## config.mk

```make
export PLATFORM = sky130hd
export DESIGN_NAME = bit_recovery_cdr_param
export DESIGN_NICKNAME = d
export VERILOG_FILES = /design/src/rtl/bit_recovery_cdr_param.sv
export SDC_FILE = /design/constraint.sdc
export NUM_CORES = 1
export LEC_CHECK = 0
export ABC_AREA = 1
export CAP_MARGIN = 20
export CELL_PAD_IN_SITES_DETAIL_PLACEMENT = 1
export CELL_PAD_IN_SITES_GLOBAL_PLACEMENT = 2
export CORE_MARGIN = 2
export CORE_UTILIZATION = 31
export DETAILED_ROUTE_END_ITERATION = 16
export GPL_ROUTABILITY_DRIVEN = 0
export MAX_ROUTING_LAYER = met4
export PLACE_DENSITY_LB_ADDON = 0.05
export SETUP_SLACK_MARGIN = 0.4
export SLEW_MARGIN = 20
export SYNTH_ARGS = -nofsm -noshare
export SYNTH_HDL_FRONTEND = slang
export SYNTH_SLANG_ARGS = --single-unit
```

## constraint.sdc

```tcl
create_clock -name clk -period 2.05 [get_ports clk]
set_input_delay 0.5125 -clock clk [delete_from_list [all_inputs] [get_ports clk]]
set_output_delay 0.5125 -clock clk [all_outputs]
set_load 0.02 [all_outputs]
```

## src/rtl/bit_recovery_cdr_param.sv

```systemverilog
// Phase-to-bit recovery with clock/data recovery for the FSK/MSK receive chain.
// Bits come from the sign of the wrapped phase increment; timing from a transition-corrected counter.
module bit_recovery_cdr_param #(
    parameter int unsigned PHASE_W    = 6,
    parameter int unsigned OSR        = 8,
    parameter int unsigned TRACK_MODE = 0,
    parameter int unsigned LOCK_BITS  = 8,
    parameter int unsigned MAX_RUN    = 32
) (
    input  logic               clk,
    input  logic               resetn,
    input  logic               clear_i,
    input  logic [PHASE_W-1:0] phase_i,
    input  logic               ph_valid_i,
    output logic               data_en_o,
    output logic               data_o,
    output logic               lock_o
);

    localparam int unsigned CW = $clog2(OSR);
    localparam int unsigned LW = $clog2(LOCK_BITS + 1);
    localparam int unsigned RW = $clog2(MAX_RUN + 1);
    localparam logic [CW-1:0] HALF = CW'(OSR / 2);
    localparam logic [CW-1:0] LAST = CW'(OSR - 1);

    logic [PHASE_W-1:0] phase_prev;
    logic               prev_ok;
    logic               raw;
    logic               raw_d;
    logic [CW-1:0]      cnt;
    logic [LW-1:0]      lock_cnt;
    logic [RW-1:0]      run_cnt;

    logic [PHASE_W-1:0] dphi;
    logic               raw_new;
    logic               trans;
    logic               strobe;
    logic               in_win;
    logic [CW-1:0]      cnt_inc;
    logic [CW-1:0]      cnt_next;

    always_comb begin
        // Modulo-2^PHASE_W subtraction gives the natural wrap of the phase increment.
        dphi    = phase_i - phase_prev;
        raw_new = raw;
        if (dphi != '0) begin
            raw_new = ~dphi[PHASE_W-1];
        end
        trans   = prev_ok && (raw_new != raw_d);
        strobe  = prev_ok && (cnt == HALF);
        in_win  = (cnt == LAST) || (cnt == '0) || (cnt == CW'(1));
        cnt_inc = (cnt == LAST) ? '0 : cnt + CW'(1);

        cnt_next = cnt_inc;
        if (trans) begin
            if (TRACK_MODE == 0) begin
                cnt_next = CW'(1);
            end else if (cnt == '0) begin
                cnt_next = cnt_inc;
            end else if (cnt < HALF) begin
                cnt_next = cnt;
            end else begin
                cnt_next = CW'((int'(cnt) + 2) % int'(OSR));
            end
        end
    end

    always_ff @(posedge clk or negedge resetn) begin
        if (!resetn) begin
            phase_prev <= '0;
            prev_ok    <= 1'b0;
            raw        <= 1'b0;
            raw_d      <= 1'b0;
            cnt        <= '0;
            lock_cnt   <= '0;
            run_cnt    <= '0;
            data_en_o  <= 1'b0;
            data_o     <= 1'b0;
            lock_o     <= 1'b0;
        end else if (clear_i) begin
            phase_prev <= '0;
            prev_ok    <= 1'b0;
            raw        <= 1'b0;
            raw_d      <= 1'b0;
            cnt        <= '0;
            lock_cnt   <= '0;
            run_cnt    <= '0;
            data_en_o  <= 1'b0;
            data_o     <= 1'b0;
            lock_o     <= 1'b0;
        end else begin
            data_en_o <= 1'b0;
            if (ph_valid_i) begin
                phase_prev <= phase_i;
                if (!prev_ok) begin
                    prev_ok <= 1'b1;
                end else begin
                    raw   <= raw_new;
                    raw_d <= raw_new;
                    cnt   <= cnt_next;
                    if (strobe) begin
                        data_en_o <= 1'b1;
                        data_o    <= raw_new;
                    end
                    // A transition always restarts the run length, even on a strobe sample.
                    if (trans) begin
                        run_cnt <= '0;
                        if (in_win) begin
                            if (lock_cnt != LW'(LOCK_BITS)) begin
                                lock_cnt <= lock_cnt + LW'(1);
                            end
                            if (int'(lock_cnt) + 1 >= int'(LOCK_BITS)) begin
                                lock_o <= 1'b1;
                            end
                        end else begin
                            lock_cnt <= '0;
                            lock_o   <= 1'b0;
                        end
                    end else if (strobe) begin
                        if (int'(run_cnt) + 1 >= int'(MAX_RUN)) begin
                            run_cnt  <= RW'(MAX_RUN);
                            lock_cnt <= '0;
                            lock_o   <= 1'b0;
                        end else begin
                            run_cnt <= run_cnt + RW'(1);
                        end
                    end
                end
            end
        end
    end

endmodule

```

* Word level (Yosys, flattened, before mapping) *
Index checks and enable logic that the tools add are counted.

word-level totals
  register bits = 24
  input port bits = 10
  logic and storage cells = 84

operators by class
  $add $sub $neg = 6
  magnitude comparators = 2
  equality and inequality tests = 7
  mux-type cells = 43
  bitwise logic cells = 1
  reduce and logical (&&, ||, !) cells = 16

operators with widths
  operator                                                                              count
  6-bit 2-to-1 mux                                                                      8
  4-bit 2-to-1 mux                                                                      8
  1-bit 2-to-1 mux                                                                      22
  3-bit 2-to-1 mux                                                                      5
  5-bit AND reduction                                                                   2
  4-bit by 3-bit != test with 1-bit output (second input constant)                      2
  6-bit by 1-bit adder with 7-bit output (second input constant)                        1
  7-bit by 6-bit greater-or-equal comparator with 1-bit output (second input constant)  1
  6-bit by 1-bit adder with 6-bit output (second input constant)                        1
  3-bit == test (second input constant)                                                 2
  3-bit AND reduction                                                                   2
  2-bit nonzero test                                                                    3
  3-bit nonzero test                                                                    2
  6-bit nonzero test                                                                    1
  6-bit subtractor                                                                      1
  4-bit by 1-bit adder with 5-bit output (second input constant)                        1
  5-bit by 4-bit greater-or-equal comparator with 1-bit output (second input constant)  1
  4-bit by 1-bit adder with 4-bit output (second input constant)                        1
  4-bit != test (second input constant)                                                 1
  3-bit by 1-bit adder with 3-bit output (second input constant)                        1
  3-bit by 1-bit == test with 1-bit output (second input constant)                      1
  3-bit logical NOT                                                                     1
  1-bit logical AND                                                                     2
  1-bit logical OR                                                                      2
  other kinds (3)                                                                       3

* Depth between registers and ports, before layout *
Gate-level depths: netlist of the first run.

  depth in word-level cells = 9
  gate-level depth with buffers = 18

* Worst setup path after synthesis of the first run *
Ideal clock, no wire load.

  kind = input to register
  from = in phase_i[2]
  to = reg run_cnt[0]
  arrival = 1.986 ns
  slack = -0.056 ns
  stages on the path = 14
  path through = ha_1 or2_4 nand3_1 nand2_1 nor2_2 nand2_2 nand2_4 nand2_4 nand2_8 nand3_4 nand2_8 inv_6 nand3_2 o21ai_2

between the ends
  word-level cells in the longest chain between the ends = 9
  elaborated cells between the ends (all ways) = 12
  those cells by class = add/sub (1); eq/ne (1); mux (5); bitwise (1); reduce/logical (4)

RTL lines
  element                                          line    source
  start: declaration                               13      input logic [PHASE_W-1:0] phase_i,
  6-bit subtractor *                               44      dphi = phase_i - phase_prev;
  6-bit nonzero test or 1-bit NOT (tied branches)  46, 47
  1-bit 2-to-1 mux *                               46      if (dphi != '0) begin
  1-bit != test *                                  49      trans = prev_ok && (raw_new != raw_d);
  1-bit logical AND *                              49
  6-bit 2-to-1 mux                                 106     if (trans) begin
  6-bit 2-to-1 mux                                 95      if (!prev_ok) begin
  6-bit 2-to-1 mux                                 93      if (ph_valid_i) begin
  6-bit 2-to-1 mux                                 80      end else if (clear_i) begin
  end signal: assignment                           121     run_cnt <= RW'(MAX_RUN);
  end signal: assignment                           125     run_cnt <= run_cnt + RW'(1);
  end: declaration                                 32      logic [RW-1:0] run_cnt;

Every way passes the cells marked *; elsewhere a longest branch is shown, timed or not. The select of a mux whose other input is x is not followed.
A chain may end at the register's enable or synchronous reset.

* Final worst setup path of the first run *
  from = in phase_i[1]
  to = reg run_cnt[0]

The elaborated chain is that of the path after synthesis.

==> results of run 1 <==
-- final cells by class --
class / instances / area, um^2
clock buffer: 4 / 55.1
fill: 615 / 2810
inverter: 39 / 156
multi-input combinational: 152 / 1200
sequential: 24 / 601
tap: 70 / 87.6
timing repair buffer: 36 / 292
-- final timing paths --
kind / end / depth (start not counted) / startpoint / slack, ns
max: run_cnt[0] / 15 / phase_i[1] / 0.02
min: lock_o / 2 / lock_o / 0.50
max reg2reg: run_cnt[0] / 15 / phase_prev[2] / 0.03
min reg2reg: lock_o / 2 / lock_o / 0.50
max in group asynchronous: phase_prev[3] / 2 / resetn / 1.17
min in group asynchronous: phase_prev[2] / 2 / resetn / 0.61
-- cells by family (layout without fill, tap and decap cells) --
family,Yosys count,after routing,synth area share (%)
flops,24,24,35.3
xor+xnor,4,4,2.06
buf+inv,41,79,9.63
simple gates,109,110,35.3
compound gates,26,26,8.96
fa+ha+maj,12,12,8.82
-- layout by cell type, fill, tap and decap left out, types with 2 or more instances in the layout --
cell	instances
nand3_1	19
nand3_4	3
clkbuf_8	4
nand2_1	31
nor2_2	8
nand2_4	11
xor2_1	2
o21ai_2	2
nand3_2	9
ha_4	5
nand2_2	7
clkdlybuf4s50_1	3
a21oi_1	3
nand2_8	2
dfrtp_1	24
o21ai_0	6
inv_2	8
inv_1	29
buf_4	23
clkdlybuf4s15_2	2
nand4_1	3
a21oi_2	5
dlygate4sd2_1	4
nor3_2	2
buf_2	2
ha_1	7
o21ai_1	7
nor2_1	9
-- power by group through the flow --
stage	registers (mW)	clock network (mW)	logic [mW]
after floorplan	0.527	0	0.243
after global placement	0.527	0	0.360
after detailed placement	0.529	0	0.376
after CTS	0.522	0.356	0.421
after global routing	0.526	0.373	0.515
final	0.522	0.331	0.466
-- routing by layer --
metal | track usage [%] | vias up | share of wire (%) | wire length [um]
met5 | - | - | 0 | 0
met4 | 3.68 | 0 | 0.82 | 38
met3 | 2.18 | 4 | 1.9 | 87
met2 | 29.4 | 14 | 50 | 2330
met1 | 20.9 | 743 | 47 | 2170
li1 | - | 773 | - | -
-- sequential cells by signal (all words and copies together) (netlist names), 3 cells and up --
signal and count:
run_cnt 6, phase_prev 6, lock_cnt 4, cnt 3
-- Yosys cell counts --
master	n
o31ai_1	1
a21oi_2	4
clkinv_4	1
nor3_1	3
nor2_8	1
nand2_4	2
o21ai_0	12
or2_4	1
a31oi_1	1
nand3_1	27
nand2_8	2
inv_6	1
nand3_4	2
nand2_1	41
nand2_2	5
nor2_2	2
nand4_2	1
xnor2_1	1
nor2_1	15
xor2_1	3
o21ai_2	1
a21oi_1	5
inv_1	36
nand4_1	3
clkbuf_1	2
nor2_4	1
nand3b_1	1
inv_2	1
dfrtp_1	24
o21ai_1	2
nand3_2	2
ha_1	12
-- worst register-to-register path, cell delays in order, from the launching register on --
cell     delay, ns
dfrtp_1       0.38
inv_2         0.07
ha_4          0.21
or2_4         0.27
nand3_2       0.07
nand2_2       0.05
nor2_2        0.08
nand2_2       0.09
nand2_4       0.08
nand2_4       0.07
nand2_8       0.09
nand3_4       0.15
nand2_8       0.16
inv_6         0.05
nand3_2       0.05
o21ai_2       0.05
-- timing repair --
action                                  4_1_cts  5_1_grt
resized for setup                            42       34
setup buffers                                 5        3
gates cloned                                  1        0
pin swaps                                    20       17
endpoints found under the setup margin       19       19
==> results.cfg, run 1 <==
[floorplan]
die_w_um = 78.1
ios = 13
start_util_pct = 32.7
dieArea_um2 = 6100
coreArea_um2 = 5200
num_rows = 26
dieHeight_um = 78.1

[synth]
postSynthAreaPerCell_um2 = 7.88
synth_warnings = 0
synth-seq-area-share_pct = 35.3
yosysTopAreaCell = dfrtp_1
synthesis.area_um2 = 1700
syn_inst = 216
synth_cell_type_count = 32
ys_top_cells_by_area = dfrtp_1, nand2_1, ha_1
synth_top_area_share_pct = 35.3
syn_nets = 238
yosys_register_bits = 24

[grt]
grt_pass1_vias = 1687
grt_pass1_wl_um = 7890
gr-total-overflow = 0
grt.total_usage_pct = 16.8
antenna_found_initial = 0
grt_max_degree = 25

[clock_network]
ctsHoldBuffers = 0
worstSkewPairLatency_ns = 0.27
cts_tree = built
path_clk_slew_ns = 0.09
h-tree-depth = 1
clk_path_buf_depth = 2
cts_buffers = 3
cts_root_buffer = clkbuf_8
clock_sinks = 24

[pwr]
finalPower_mw = 1.32
switching_share_pct = 33.8
p_seq_share_pct = 39.6
leakagePower_nw = 1.12
pwr-share-comb_pct = 35.3
p_int_mw = 0.874
p_switching_mw = 0.446
p_per_area_nw_per_um2 = 552
ir_drop_uv = 283
pwr-share-clk_pct = 25.1

[layout]
fin_area_um2 = 2390
antennaDiodeCount = 0
final_util_pct = 45.9
syn_to_final_growth_pct = 40.4
drive_gt1_share_pct = 40.4
nNetsFinal = 278
final_cells = 325

[setup_path]
criticalPathCategory = input port to register
crit_path_end_kind = register
cpLargestDelayFamily = simple AND/OR/NAND/NOR gates
crit_path_top_delay_cell = ha_4
cp-start-kind = input port
worstPathCellList = clkdlybuf4s15_2 -> ha_4 -> nand2_1 -> nor2_2 -> nand3_2 -> nor2_2 -> nand2_2 -> nand2_4 -> nand2_4 -> nand2_8 -> nand3_4 -> nand2_8 -> inv_6 -> nand3_2 -> o21ai_2
path_max_fanout = 5
worst-path-buf-inv = 2
slowest_delay_ns = 0.30
required_ns = 2.22
worstPathArrival_ns = 2.19

[routing]
wl_um = 4630
viasPerCell = 4.72
first_pass_iters = 4
first_iter_violations = 26
drc = 0
wl_per_cell_um = 14.2
dr_total_vias = 1534
ant_nets = 0

[timing]
slew_violations = 0
finClkSkew_ns = 0.00242
whs_ns = 0.498
rsz0062_at_grt = true
setup_tns_ns = 0
min_period_ns = 2.03
setup_viol = 0
fmax_mhz = 494
max-slew-margin-rel_pct = 74.1
tightest_slew_ns = 0.388
hold_violations = 0
period_share_pct = 98.8
layout_setup_ws_ns = 0.0247

[flow_run]
drv_cap = 0

[placement]
hpwl_um = 3520
pre_cts_ws_ns = -0.613
dp.cells = 312
portBuffers = 12
post_dp_cell_area_um2 = 2090

[run_status]
outcome = completed

[worst_hold_path]
min_path_type = register to register
Power figures use the tool's default switching activity.
==> run 2: changes to the inputs <==
--- a/config.mk
+++ b/config.mk
@@ -9,8 +9,8 @@
 export CAP_MARGIN = 20
 export CELL_PAD_IN_SITES_DETAIL_PLACEMENT = 1
 export CELL_PAD_IN_SITES_GLOBAL_PLACEMENT = 2
-export CORE_MARGIN = 2
-export CORE_UTILIZATION = 31
+export CORE_UTILIZATION = 34
+export CTS_CLUSTER_SIZE = 16
 export DETAILED_ROUTE_END_ITERATION = 16
 export GPL_ROUTABILITY_DRIVEN = 0
 export MAX_ROUTING_LAYER = met4
==> constraint.sdc (replaced) <==
create_clock -name clk -period 2 [get_ports clk]
set_input_delay 0.5 -clock clk [delete_from_list [all_inputs] [get_ports clk]]
set_output_delay 0.5 -clock clk [all_outputs]
set_load 0.02 [all_outputs]
==> run 2 against run 1 <==
  * The flow now finishes with violations (negative setup slack)
  * Clock power is 33% higher
  * Critical path depth stayed put
  * Clock skew hardly changed
  * Die area is 13% lower
  * Power is 15% higher
  * Setup slack worse by 0.095 ns
  * Global-route usage is 4.6 points higher
  * Critical endpoint is now run_cnt[3]
==> results.cfg, run 2 (same netlist as run 1, synthesis figures left out) <==
[setup_path]
slowest_delay_ns = 0.39
required_ns = 2.21
cpLargestDelayFamily = simple AND/OR/NAND/NOR gates
crit_path_top_delay_cell = dfrtp_1
worstPathArrival_ns = 2.28
cp-start-kind = register
worst-path-buf-inv = 3
criticalPathCategory = register to register
crit_path_end_kind = register
path_max_fanout = 5
worstPathCellList = inv_2 -> ha_4 -> or2_4 -> nand3_4 -> nand2_2 -> nand2_1 -> nand3_2 -> nand2_1 -> inv_2 -> nand2_8 -> nand3_4 -> buf_12 -> nand2_8 -> a21oi_4 -> a21oi_2

[clock_network]
path_clk_slew_ns = 0.09
worstSkewPairLatency_ns = 0.27
cts_root_buffer = clkbuf_8
cts_buffers = 3
h-tree-depth = 1
clock_sinks = 24
ctsHoldBuffers = 0
cts_tree = built
clk_path_buf_depth = 2

[timing]
setup_tns_ns = -0.612
rsz0062_at_grt = true
tightest_slew_ns = 0.370
layout_setup_ws_ns = -0.0704
max-slew-margin-rel_pct = 75.2
setup_viol = 13
min_period_ns = 2.07
fmax_mhz = 483
finClkSkew_ns = 0.00214
slew_violations = 0
period_share_pct = 104
hold_violations = 0

[layout]
syn_to_final_growth_pct = 52.6
num-fill-cells = 570
drive_gt1_share_pct = 47.2
multi_input_area_um2 = 1270
layout_common_cells = buf_4, inv_1, nand2_1
layout_commonest_cell = buf_4
largest_registers = phase_prev x6, run_cnt x6, lock_cnt x4
final_util_pct = 54.3
nNetsFinal = 292
antennaDiodeCount = 0
final_cells = 336
regArea_um2 = 601

[floorplan]
dieArea_um2 = 5300
dieHeight_um = 72.8
num_rows = 25
ios = 13
start_util_pct = 35.6
coreArea_um2 = 4790
die_w_um = 72.8

[placement]
dp.cells = 310
portBuffers = 12
hpwl_um = 3610

[run_status]
outcome = complete, but fails checks
violations = negative setup slack

[routing]
dr_total_vias = 1609
drc = 0
wl_um = 5030
first_pass_iters = 4
first_iter_violations = 32
ant_nets = 0
viasPerCell = 4.79
wl_per_cell_um = 15.0

[pwr]
p_seq_share_pct = 35.2
leakagePower_nw = 1.22
ir_drop_uv = 308
switching_share_pct = 32.5
p_int_mw = 1.03
pwr-share-clk_pct = 28.9
p_per_area_nw_per_um2 = 586
p_switching_mw = 0.494
pwr-share-comb_pct = 35.9
finalPower_mw = 1.52

[flow_run]
drv_cap = 0

[grt]
grt_pass1_wl_um = 8420
grt_max_degree = 25
grt.total_usage_pct = 21.4
use_met2_pct = 40.8
gr-total-overflow = 0
grt_pass1_vias = 1782
met1_usage_pct = 24.0
antenna_found_initial = 0
busiest_layer = met2
grt_util_met3_pct = 2.21

[worst_hold_path]
min_path_type = register to register
## run 2: area by class of cell
type                       count  area share [%]
sequential                    24            23.1
timing repair buffer          50            15.7
clock buffer                   3            1.59
inverter                      39            6.50
tap                           67            3.23
multi-input combinational    152            48.7
clock inverter                 1            1.16
## run 2: final timing paths
check / from / to / cells after the start / slack, ns
max: phase_prev[2] / run_cnt[3] / 15 / -0.07
min: lock_o / lock_o / 2 / 0.49
min in group asynchronous: resetn / phase_prev[2] / 2 / 0.58
max reg2reg: phase_prev[2] / run_cnt[3] / 15 / -0.07
max in group asynchronous: resetn / phase_prev[3] / 2 / 1.15
min reg2reg: lock_o / lock_o / 2 / 0.49
## run 2: worst register-to-register path: stages (launching register included)
cell     delay [ns]
dfrtp_1        0.39
inv_2          0.07
ha_4           0.21
or2_4          0.25
nand3_4        0.09
nand2_2        0.07
nand2_1        0.08
nand3_2        0.06
nand2_1        0.08
inv_2          0.06
nand2_8        0.09
nand3_4        0.15
buf_12         0.18
nand2_8        0.08
a21oi_4        0.04
a21oi_2        0.09
## run 2: power groups by stage
stage / clock network (mW) / logic, mW / registers (mW)
2_1_floorplan: 0 / 0.249 / 0.540
3_3_place_gp: 0 / 0.376 / 0.541
3_5_place_dp: 0 / 0.394 / 0.542
4_1_cts: 0.453 / 0.493 / 0.534
5_1_grt: 0.469 / 0.594 / 0.539
6_report: 0.440 / 0.546 / 0.536
## run 2: stage by stage
stage / hold slack [ns] / instance area [um^2] / setup slack, ns
after floorplan: 0.204 / 1770 / 0.0123
after global placement: 0.463 / 2090 / -0.617
after detailed placement: 0.477 / 2090 / -0.717
after CTS: 0.502 / 2480 / -0.107
after global routing: 0.531 / 2600 / -0.173
final: 0.493 / 2600 / -0.0704
## run 2: what timing repair did
action,CTS,global route
endpoints found under the setup margin,19,17
cloned,1,0
buffers inserted,14,7
resized for setup,64,34
pin swaps,28,24
## run 2: metal layers
metal  share of wire, %  up-vias
met3                1.5        4
li1                   -      802
met1                 43      794
met5                  0        -
met4               0.60        0
met2                 55        9
